### src/rtl/vm_pkg.sv
// Shared vending-machine definitions used by the change dispenser.
//   state_t : controller states IDLE, SELECT, PULSE, GAP, FINISH
//   coin_t  : which tube (if any) was picked in SELECT
//   COIN*_VALUE : dollar value of each coin, sized to the amount datapath
package vm_pkg;

    typedef enum logic [2:0] {
        IDLE   = 3'd0,
        SELECT = 3'd1,
        PULSE  = 3'd2,
        GAP    = 3'd3,
        FINISH = 3'd4
    } state_t;

    typedef enum logic [1:0] {
        COIN_NONE = 2'd0,
        COIN_5    = 2'd1,
        COIN_2    = 2'd2,
        COIN_1    = 2'd3
    } coin_t;

    localparam logic [7:0] COIN5_VALUE = 8'd5;
    localparam logic [7:0] COIN2_VALUE = 8'd2;
    localparam logic [7:0] COIN1_VALUE = 8'd1;

endpackage

### src/rtl/dispense_timer.sv
// Loadable down-counter that times the eject pulse and the gap after it.
//   clk, rst_n  : clock and asynchronous active-low reset
//   load        : load load_value into the counter on this edge
//   load_value  : number of cycles to count, minus one
//   expired     : counter has reached zero (last cycle of the interval)
module dispense_timer (
    input  logic       clk,
    input  logic       rst_n,
    input  logic       load,
    input  logic [7:0] load_value,
    output logic       expired
);

    logic [7:0] count;

    // Loading N-1 makes expired rise in the Nth cycle of the interval,
    // so the owner leaves its state after exactly N cycles.
    always_ff @(posedge clk or negedge rst_n) begin
        if (!rst_n) begin
            count <= '0;
        end else if (load) begin
            count <= load_value;
        end else if (count != 8'd0) begin
            count <= count - 8'd1;
        end
    end

    assign expired = (count == 8'd0);

endmodule

### src/rtl/change_dispenser.sv
// Coin change dispenser: pays an amount greedily from $5, $2 and $1 tubes,
// firing one solenoid at a time with a timed pulse and gap.
//   clk, rst_n            : clock and asynchronous active-low reset
//   start, amount         : request to pay amount dollars (accepted in IDLE)
//   refill                : fill all tubes to TUBE_MAX (accepted in IDLE)
//   busy, done            : dispensing in progress / one-cycle completion
//   short_flag, remaining : exact change failed / dollars still owed
//   eject5/2/1            : solenoid drives, at most one high at a time
//   tube5/2/1             : coins left in each tube
module change_dispenser
    import vm_pkg::*;
#(
    parameter int PULSE_CYCLES = 4,
    parameter int GAP_CYCLES   = 2,
    parameter int TUBE_INIT    = 8,
    parameter int TUBE_MAX     = 15
) (
    input  logic       clk,
    input  logic       rst_n,
    input  logic       start,
    input  logic [7:0] amount,
    input  logic       refill,
    output logic       busy,
    output logic       done,
    output logic       short_flag,
    output logic [7:0] remaining,
    output logic       eject5,
    output logic       eject2,
    output logic       eject1,
    output logic [3:0] tube5,
    output logic [3:0] tube2,
    output logic [3:0] tube1
);

    localparam logic [3:0] INIT_COUNT = 4'(TUBE_INIT);
    localparam logic [3:0] MAX_COUNT  = 4'(TUBE_MAX);
    localparam logic [7:0] PULSE_LOAD = 8'(PULSE_CYCLES - 1);
    localparam logic [7:0] GAP_LOAD   = 8'((GAP_CYCLES > 0) ? GAP_CYCLES - 1 : 0);
    localparam bit         HAS_GAP    = (GAP_CYCLES > 0);

    state_t     state, next_state;
    coin_t      pick, coin_sel;
    logic       timer_load;
    logic [7:0] timer_value;
    logic       timer_expired;

    dispense_timer u_timer (
        .clk        (clk),
        .rst_n      (rst_n),
        .load       (timer_load),
        .load_value (timer_value),
        .expired    (timer_expired)
    );

    always_ff @(posedge clk or negedge rst_n) begin
        if (!rst_n) begin
            state <= IDLE;
        end else begin
            state <= next_state;
        end
    end

    // Greedy coin choice in SELECT; the timer is loaded on the edge that
    // enters PULSE or GAP so each interval starts counting immediately.
    always_comb begin
        next_state  = state;
        pick        = COIN_NONE;
        timer_load  = 1'b0;
        timer_value = '0;
        case (state)
            IDLE: begin
                if (start) begin
                    next_state = SELECT;
                end
            end
            SELECT: begin
                if (remaining >= COIN5_VALUE && tube5 != 4'd0) begin
                    pick = COIN_5;
                end else if (remaining >= COIN2_VALUE && tube2 != 4'd0) begin
                    pick = COIN_2;
                end else if (remaining >= COIN1_VALUE && tube1 != 4'd0) begin
                    pick = COIN_1;
                end
                if (pick != COIN_NONE) begin
                    next_state  = PULSE;
                    timer_load  = 1'b1;
                    timer_value = PULSE_LOAD;
                end else begin
                    next_state = FINISH;
                end
            end
            PULSE: begin
                if (timer_expired) begin
                    if (HAS_GAP) begin
                        next_state  = GAP;
                        timer_load  = 1'b1;
                        timer_value = GAP_LOAD;
                    end else begin
                        next_state = SELECT;
                    end
                end
            end
            GAP: begin
                if (timer_expired) begin
                    next_state = SELECT;
                end
            end
            FINISH: begin
                next_state = IDLE;
            end
            default: begin
                next_state = IDLE;
            end
        endcase
    end

    // A coin is charged (remaining and tube) on the same edge it is picked.
    // Refill and start both act in IDLE, so a combined request lets the
    // first SELECT see full tubes.
    always_ff @(posedge clk or negedge rst_n) begin
        if (!rst_n) begin
            remaining  <= '0;
            short_flag <= 1'b0;
            coin_sel   <= COIN_NONE;
            tube5      <= INIT_COUNT;
            tube2      <= INIT_COUNT;
            tube1      <= INIT_COUNT;
        end else begin
            case (state)
                IDLE: begin
                    if (refill) begin
                        tube5 <= MAX_COUNT;
                        tube2 <= MAX_COUNT;
                        tube1 <= MAX_COUNT;
                    end
                    if (start) begin
                        remaining  <= amount;
                        short_flag <= 1'b0;
                    end
                end
                SELECT: begin
                    coin_sel <= pick;
                    case (pick)
                        COIN_5: begin
                            remaining <= remaining - COIN5_VALUE;
                            tube5     <= tube5 - 4'd1;
                        end
                        COIN_2: begin
                            remaining <= remaining - COIN2_VALUE;
                            tube2     <= tube2 - 4'd1;
                        end
                        COIN_1: begin
                            remaining <= remaining - COIN1_VALUE;
                            tube1     <= tube1 - 4'd1;
                        end
                        default: begin
                            if (remaining != 8'd0) begin
                                short_flag <= 1'b1;
                            end
                        end
                    endcase
                end
                default: begin
                end
            endcase
        end
    end

    assign busy   = (state == SELECT) || (state == PULSE) || (state == GAP);
    assign done   = (state == FINISH);
    assign eject5 = (state == PULSE) && (coin_sel == COIN_5);
    assign eject2 = (state == PULSE) && (coin_sel == COIN_2);
    assign eject1 = (state == PULSE) && (coin_sel == COIN_1);

endmodule

### config.mk
export PLATFORM = sky130hd
export DESIGN_NAME = change_dispenser
export DESIGN_NICKNAME = d
export VERILOG_FILES = /design/src/rtl/vm_pkg.sv /design/src/rtl/dispense_timer.sv /design/src/rtl/change_dispenser.sv
export SDC_FILE = /design/constraint.sdc
export NUM_CORES = 1
export LEC_CHECK = 0
export ABC_CLOCK_PERIOD_IN_PS = 4500
export BUFFER_PORTS_ARGS = -buffer_cell sky130_fd_sc_hd__clkbuf_2
export CAP_MARGIN = 20
export CORE_UTILIZATION = 40
export DETAILED_ROUTE_END_ITERATION = 8
export GPL_ROUTABILITY_DRIVEN = 1
export MAX_ROUTING_LAYER = met4
export PLACE_DENSITY = 0.57
export SLEW_MARGIN = 40
export SYNTH_ARGS = -nofsm -noshare
export SYNTH_HDL_FRONTEND = slang
export SYNTH_SLANG_ARGS = --single-unit
### constraint.sdc
create_clock -name clk -period 4.5 [get_ports clk]
set_input_delay 0.675 -clock clk [delete_from_list [all_inputs] [get_ports clk]]
set_output_delay 0.675 -clock clk [all_outputs]
set_load 0.01 [all_outputs]
==> results of run 1 <==
layout by cell type (no fill, tap or decap), types with 3 or more instances in the layout:
master / synthesis / final
nor2_1: 41 / 40
clkbuf_2: 0 / 36
dfrtp_1: 31 / 31
a21oi_1: 23 / 23
o21ai_0: 21 / 21
nand2_1: 17 / 17
inv_1: 15 / 15
ha_1: 15 / 15
nand3_1: 11 / 11
nor4_1: 6 / 6
nor3_1: 6 / 6
xnor2_1: 6 / 6
clkbuf_8: 0 / 6
buf_4: 1 / 6
nor3b_1: 4 / 4
nor4b_1: 4 / 4
xor2_1: 4 / 4
and4_1: 4 / 4
a211oi_1: 3 / 3
mux2i_1: 3 / 3
nand3b_1: 3 / 3
o21a_1: 3 / 3
o22ai_1: 3 / 3
o31ai_1: 3 / 3
dfstp_2: 3 / 3
stage by stage:
stage	instance area (um2)	worst slack, ns	cells
floorplan	2440	1.17	291
global placement	2690	0.835	394
detailed placement	2700	0.687	394
CTS	2810	0.652	402
global route	2810	0.294	402
finish	2810	0.624	402
synthesized netlist by cell type (3+ instances only):
cell      count  share of area (%)
nor2_1       41                6.3
dfrtp_1      31                 32
a21oi_1      23                4.7
o21ai_0      21                4.3
nand2_1      17                2.6
ha_1         15                7.7
inv_1        15                2.3
clkbuf_1     12                1.8
nand3_1      11                2.3
nor3_1        6                1.2
nor4_1        6                1.5
xnor2_1       6                2.2
and4_1        4                1.4
nor3b_1       4                1.2
nor4b_1       4                1.4
xor2_1        4                1.4
a211oi_1      3               0.92
dfstp_2       3                3.2
mux2i_1       3                1.2
nand3b_1      3               0.92
o21a_1        3               0.92
o22ai_1       3               0.77
o31ai_1       3               0.92
flip-flops by register name, summed over array words and instances (netlist names):
name           count
tube2              4
coin_sel           2
remaining          8
state              3
u_timer.count      8
tube5              4
tube1              4
short_flag         1
cell families after synthesis:
logic type / Yosys count
DFF: 34
AOI/OAI and AO/OA: 81
muxes: 4
and+or+nand+nor: 117
buffers and inverters: 30
xor gates and xnor gates: 10
adders and majority gates: 15
cell type report:
| cell class | count | area, um2 |
|---|---|---|
| Multi-Input combinational cell | 227 | 1460 |
| Clock inverter | 1 | 30.0 |
| Tap cell | 75 | 93.8 |
| Sequential cell | 34 | 855 |
| Fill cell | 601 | 3110 |
| Timing Repair Buffer | 43 | 233 |
| Inverter | 15 | 56.3 |
| Clock buffer | 7 | 86.3 |
power by group through the flow:
stage	sequential, mW	clock [mW]	combinational, mW
after CTS	0.653	0.312	0.960
after global placement	0.655	0	0.944
after detailed placement	0.657	0	0.956
final	0.652	0.303	0.952
after global routing	0.687	0.323	1.08
after floorplan	0.625	0	0.753
worst max path at each step:
stage	slack (ns)	to	startpoint	cells past startpoint
2_1_floorplan	1.17	remaining[7]$_DFFE_PN0P_	remaining[4]$_DFFE_PN0P_	13
3_3_place_gp	0.84	remaining[4]$_DFFE_PN0P_	remaining[1]$_DFFE_PN0P_	12
3_5_place_dp	0.69	remaining[4]$_DFFE_PN0P_	remaining[1]$_DFFE_PN0P_	12
4_1_cts	0.65	remaining[7]$_DFFE_PN0P_	remaining[1]$_DFFE_PN0P_	11
5_1_grt	0.29	remaining[4]$_DFFE_PN0P_	remaining[1]$_DFFE_PN0P_	12
6_report	0.62	remaining[3]$_DFFE_PN0P_	remaining[1]$_DFFE_PN0P_	11
routing by layer:
layer / GRT usage, % / up-vias / part of all wire, % / wire, um
met5: - / - / 0 / 0
met4: 5.00 / 0 / 0.57 / 34
met3: 4.09 / 2 / 3.1 / 186
met2: 31.8 / 43 / 45 / 2700
met1: 27.9 / 1054 / 51 / 3050
li1: - / 1119 / - / -
==> results.txt, run 1 <==
The clock network is responsible for 15.9% of the overall power. The data arrival time of the critical path came out at 4.09 ns. The congestion estimate from routability-driven global placement came to 0.803. The number of clock buffers inserted by TritonCTS came out at 5. The reported max-cap violation count came out at 0. The layout-stage area growth over the synthesis result is 15.2%. Detailed routing inserted a total of 2218 vias.

The clock slew seen by the registers of the worst setup and hold paths came out at 0.08 ns. The net load switching power came out at 0.854 mW. The tightest hold path in the finished design has a slack of 0.381 ns. The sum of buffers and inverters on the critical path came out at 1. The share of post-route cells with drive strength above 1 is 19.9%. The path class of the tightest hold or removal check is input port to asynchronous set/reset pin.

The total of cells resized after clock tree synthesis came out at 0. The worst clock skew on the final layout is 0.00553 ns. CTS saw 34 sinks.

Summed over all cells, the static leakage comes to 1.23 nW. The maximum count of clock buffers along a single path is 2. The initialized floorplan defines 28 standard-cell rows. The H-tree depth is 2. TritonCTS built the clock tree. The number of search-and-repair iterations in the first detailed-routing pass came out at 4. The maximum clock rate came out at 0.258 GHz. The type of element capturing the critical path is a register. The Yosys step of the flow raised 0 warnings. The measured slew at the worst slew-check pin is 0.566 ns. After Yosys synthesis, XOR and XNOR cells account for 3.58% of the synthesized area. The sequential fraction of the synthesis area is 35.0%.

The initial cell density of the core came out at 41.3%. The hold violation count in the final report is 0. The fraction of power spent switching nets came out at 44.8%. The maximum resistive drop on vdd came out at 0.259 mV. The highest net fanout along the worst path is 16. Synthesis produced 291 cells.

The count of hold buffers inserted by post-cts repair came out at 0. When the netlist entered floorplanning its net count stood at 318. The path depth of the worst reg2reg path is 11.

After Yosys synthesis, full adders, half adders and majority gates account for 7.68% of the synthesized area. The share of the synthesized area in compound gates (AO/OA/AOI/OAI) came out at 21.4%. The worst register-to-register path has a setup slack of 0.62 ns. Of the post-synthesis cell area, the part taken by muxes is 1.84%. Cells fill 47.5% of the core in the end.

Once detail routing completed, the nets flagged for antenna violations numbered 0. In this run the standard cell core region covers 5920 um2. The half-perimeter wire length after detailed placement is 4.18 mm. After routing, the total negative slack on setup checks comes to 0 ns.

The post-detailed-routing wire length came out at 5.98 mm. For this design, the slowest cell found on the critical path is ha_1. The cell area after synthesis came out at 2440 um2.

The share of power burned in registers came out at 34.2%. Dividing the synthesized area by the synthesized cell count gives 8.40 um2. The final setup violation count came out at 0.

The count of buffers added by post-CTS timing repair for setup came out at 0. The initial antenna violation count is 0. In this design, the critical path's most frequently occurring cell is ha_1. The later pin in the worst-skew pair is clocked with a latency of 0.28 ns. Traced cell by cell, the critical path runs through inv_1 -> ha_1 -> nand2b_1 -> a211o_1 -> a22o_1 -> nor2_1 -> ha_1 -> nand3_1 -> a311o_1 -> mux2_4 -> o22ai_1. The share of synthesized cell area in and, or, nand and nor gates came out at 25.2%. The largest net degree at the start of global routing is 35. The internal portion of total power is 1.05 mW. The number of DRC markers in iteration 0 is 163. The number of register bits inferred by synthesis came out at 34. Counting flops with a built-in enable in the synthesized netlist gives 0. The endpoint identified for the worst register-to-register timing path is remaining[3]$_DFFE_PN0P_. The number of nets at the end of the flow came out at 353. The critical path's largest stage delay is 0.57 ns. The x dimension of the die is 80.2 um.

The number of max-slew violations in the final report came out at 0. The die footprint came out at 6430 um2. For this design the top-level I/O count stands at 38. The via-per-instance ratio is 5.52. Dividing total power by cell area gives a power density of 678 nW/um2. The height of the chip came out at 80.2 um. In the routed design, unresolved DRC markers number 0. The via count of the first global-routing pass is 1948. For the worst setup path, the data required time is 4.71 ns. The clock period minus final worst setup slack came out at 3.88 ns.

The share of total power dissipated in combinational logic is 49.9%. The netlist uses 60 different library cells. The remaining global-route overflow came out at 0.

After synthesis, the largest family of logic cells by area is simple AND/OR/NAND/NOR gates. The normalized max-slew margin is 62.2%. Power comes to 1.91 mW. The worst register-to-register path begins at remaining[1]$_DFFE_PN0P_.

The worst setup path is launched from a register. The flow ran to the end, and the final reports show no timing, DRC or antenna violations. The first global-routing pass estimated 9.84 mm of wire. The routed wire length per instance came out at 14.9 um. By startpoint and endpoint, the worst setup path is classified as register to register. The number of inserted diodes is 0. The root buffer selected by CTS is clkbuf_8. In the global route stage, overall resource usage came out at 20.7%. The count of port buffers added during placement is 37.

The final worst-path cycle share is 86.1%. The cell family contributing the most delay on the critical path is compound AO/OA/AOI/OAI gates. The share of synthesized flip-flops with an asynchronous set or reset is 100%. Setup repair after global routing left no endpoint under its margin. Among all flip-flop cells after synthesis, the most frequent one is dfrtp_1.
No activity file was read; power rests on OpenSTA's default activity.
==> run 2, diff against run 1 <==
ABC_CLOCK_PERIOD_IN_PS = 3900   (was 4500)
clock period = 3.9 ns   (was 4.5 ns; I/O delays follow)
==> results.txt, run 2 (synthesized netlist as in run 1, its figures left out) <==
The flow ran to the end, and the final reports show no timing, DRC or antenna violations. The first TritonRoute pass finished after 4 iterations. After detailed routing, the number of remaining DRC violations is 0. The maximum resistive drop on vdd came out at 0.333 mV. The final setup violation count is 0.

The worst setup path is of the register to register kind. The standard cell area after detailed placement is 2750 um2. The number of filler instances in the final layout came out at 603. The wire-length estimate of the detail-placed layout is 4.31 mm. The normalized max-slew margin came out at 60.6%. The largest net degree at the start of global routing is 35. The routed wire length per instance is 14.9 um. The initial cell density of the core is 41.3%. The post-detailed-routing wire length came out at 6.11 mm. The count of nets left with antenna violations once routing finished came out at 0. The library cell used most frequently in the layout, excluding fill and tap cells, is nor2_1.

The count of port buffers added during placement is 37. The highest net fanout along the worst path came out at 11. The worst setup path is captured at a register.

The worst clock skew on the final layout came out at 0.0113 ns. TritonCTS built the clock tree. The maximum count of clock buffers along a single path came out at 2. The tightest min-delay check is of the input port to asynchronous set/reset pin type. The total negative slack for setup checks is 0 ns. The height of the chip came out at 80.2 um. The number of max-slew violations in the final report is 0. Cells fill 48.0% of the core in the end. The smallest clock period supported by the final layout is computed as 3.59 ns. The analysis attributes to cell leakage a power of 1.25 nW. The first global-routing pass estimated 10.2 mm of wire. The number of clock buffers inserted by TritonCTS came out at 5.

Summed over all layers, the global routing overflow is 0. The global-route total usage across every layer is 21.2%. Summing all non-filler instances in the final layout gives an area of 2840 um2. For this block, the via count after detailed routing is 2259. The library cells used most frequently in the layout, excluding fill and tap cells, are nor2_1 (40), clkbuf_2 (36), dfrtp_1 (31), a21oi_1 (23), o21ai_0 (21).

In this run the clock root is driven by a clkbuf_8. The storage element area is 855 um2. The initial antenna violation count came out at 0. The sort of element at the start of the critical path is a register.

The maximum clock rate is 0.279 GHz. The post-route non-filler standard cell count is 409. Dividing the detail-routed via count by the number of cells gives 5.52. The total area of multi-input combinational cells came out at 1470 um2. The hold violation count in the final report is 0. The layout-stage area growth over the synthesis result came out at 16.2%.

The detailed router finished its first iteration with 141 violations. For this design the top-level I/O count stands at 38. The region available for standard cell placement spans 5920 um2. The H-tree depth came out at 2. The count of buffers added by post-CTS timing repair for setup is 0.

In the final layout, the share of cells above drive strength 1 is 21.6%. The floorplan row count is 28. The worst hold slack after final layout is 0.284 ns. The reported max-cap violation count came out at 0. The instance count after placement with tap cells included came out at 401. The total of cells resized after clock tree synthesis came out at 0. The measured slew at the worst slew-check pin came out at 0.590 ns. The count of hold buffers inserted by post-cts repair is 0. The via count of the first global-routing pass is 2051. After layout, the worst path uses 92.0% of the clock period.

The number of inserted diodes came out at 0. The number of sinks driven by the clock tree came out at 34. Setup repair after global routing left no endpoint under its margin. The number of nets at the end of the flow is 360. The data arrival time of the critical path is 3.80 ns. The clock slew seen by the registers of the worst setup and hold paths came out at 0.08 ns. The endpoint required time on the critical path came out at 4.11 ns. The die footprint is 6430 um2. In the final layout, the registers with the most flip-flops are remaining x8, u_timer.count x8. The x dimension of the die came out at 80.2 um. The total power per unit cell area came out at 780 nW/um2. The later-pin clock latency in the skew report came out at 0.29 ns. The congestion estimate from routability-driven global placement came to 0.817.
==> run 2: cell types whose count changed in the layout (fill, tap and decap cells not counted), sizes merged <==
cell	before	now
buf	6	13
bufinv	1	0
clkinvlp	0	1
==> run 2: routing by layer <==
layer  vias up  routed length (um)  GRT usage (%)
met3         4                 285           3.86
met2        56                2760           32.3
met5         -                   0              -
li1       1138                   -              -
met4         0                  47           5.00
met1      1061                3020           29.2
==> run 2: final cells by class <==
type / count / share of cell area, %
clock buffers: 7 / 2.69
clock inverters: 1 / 0.264
inverters: 15 / 1.98
multi-input cells: 227 / 51.6
flip-flops and latches: 34 / 30.1
well taps: 75 / 3.31
repair buffers: 50 / 10.0
==> run 2: final timing paths <==
check,cells after the start,slack (ns),from,endpoint
max in group asynchronous,1,3.26,rst_n,tube2[3]$_DFFE_PN1P_
min in group clk,1,0.53,coin_sel[1]$_DFFE_PN0P_,coin_sel[1]$_DFFE_PN0P_
worst min-delay path,1,0.28,rst_n,state[0]$_DFFE_PN0P_
worst max register to register,12,0.31,remaining[1]$_DFFE_PN0P_,remaining[3]$_DFFE_PN0P_
worst min register to register,1,0.53,coin_sel[1]$_DFFE_PN0P_,coin_sel[1]$_DFFE_PN0P_
worst max-delay path,12,0.31,remaining[1]$_DFFE_PN0P_,remaining[3]$_DFFE_PN0P_
==> run 2: power by group <==
part           internal, mW  total [mW]  switching, mW
sequential            0.521       0.719          0.198
clock                 0.126       0.258          0.132
combinational         0.539        1.24          0.697
total                  1.19        2.21           1.03
==> run 2: metrics by stage <==
step	total power [mW]	setup WS, ns
2_1_floorplan	1.59	0.565
3_3_place_gp	1.93	0.450
3_5_place_dp	1.95	0.377
4_1_cts	2.22	0.315
5_1_grt	2.43	0.0418
6_report	2.21	0.310
==> run 2: worst max-delay path: stages (launching register included) <==
cell	delay, ns
dfrtp_1	0.47
inv_1	0.25
ha_1	0.35
nand2b_1	0.16
a211o_1	0.33
a22o_1	0.23
nor2_1	0.27
ha_1	0.44
nand3b_1	0.21
a21oi_1	0.08
a311o_1	0.33
mux2_4	0.26
o22ai_1	0.14
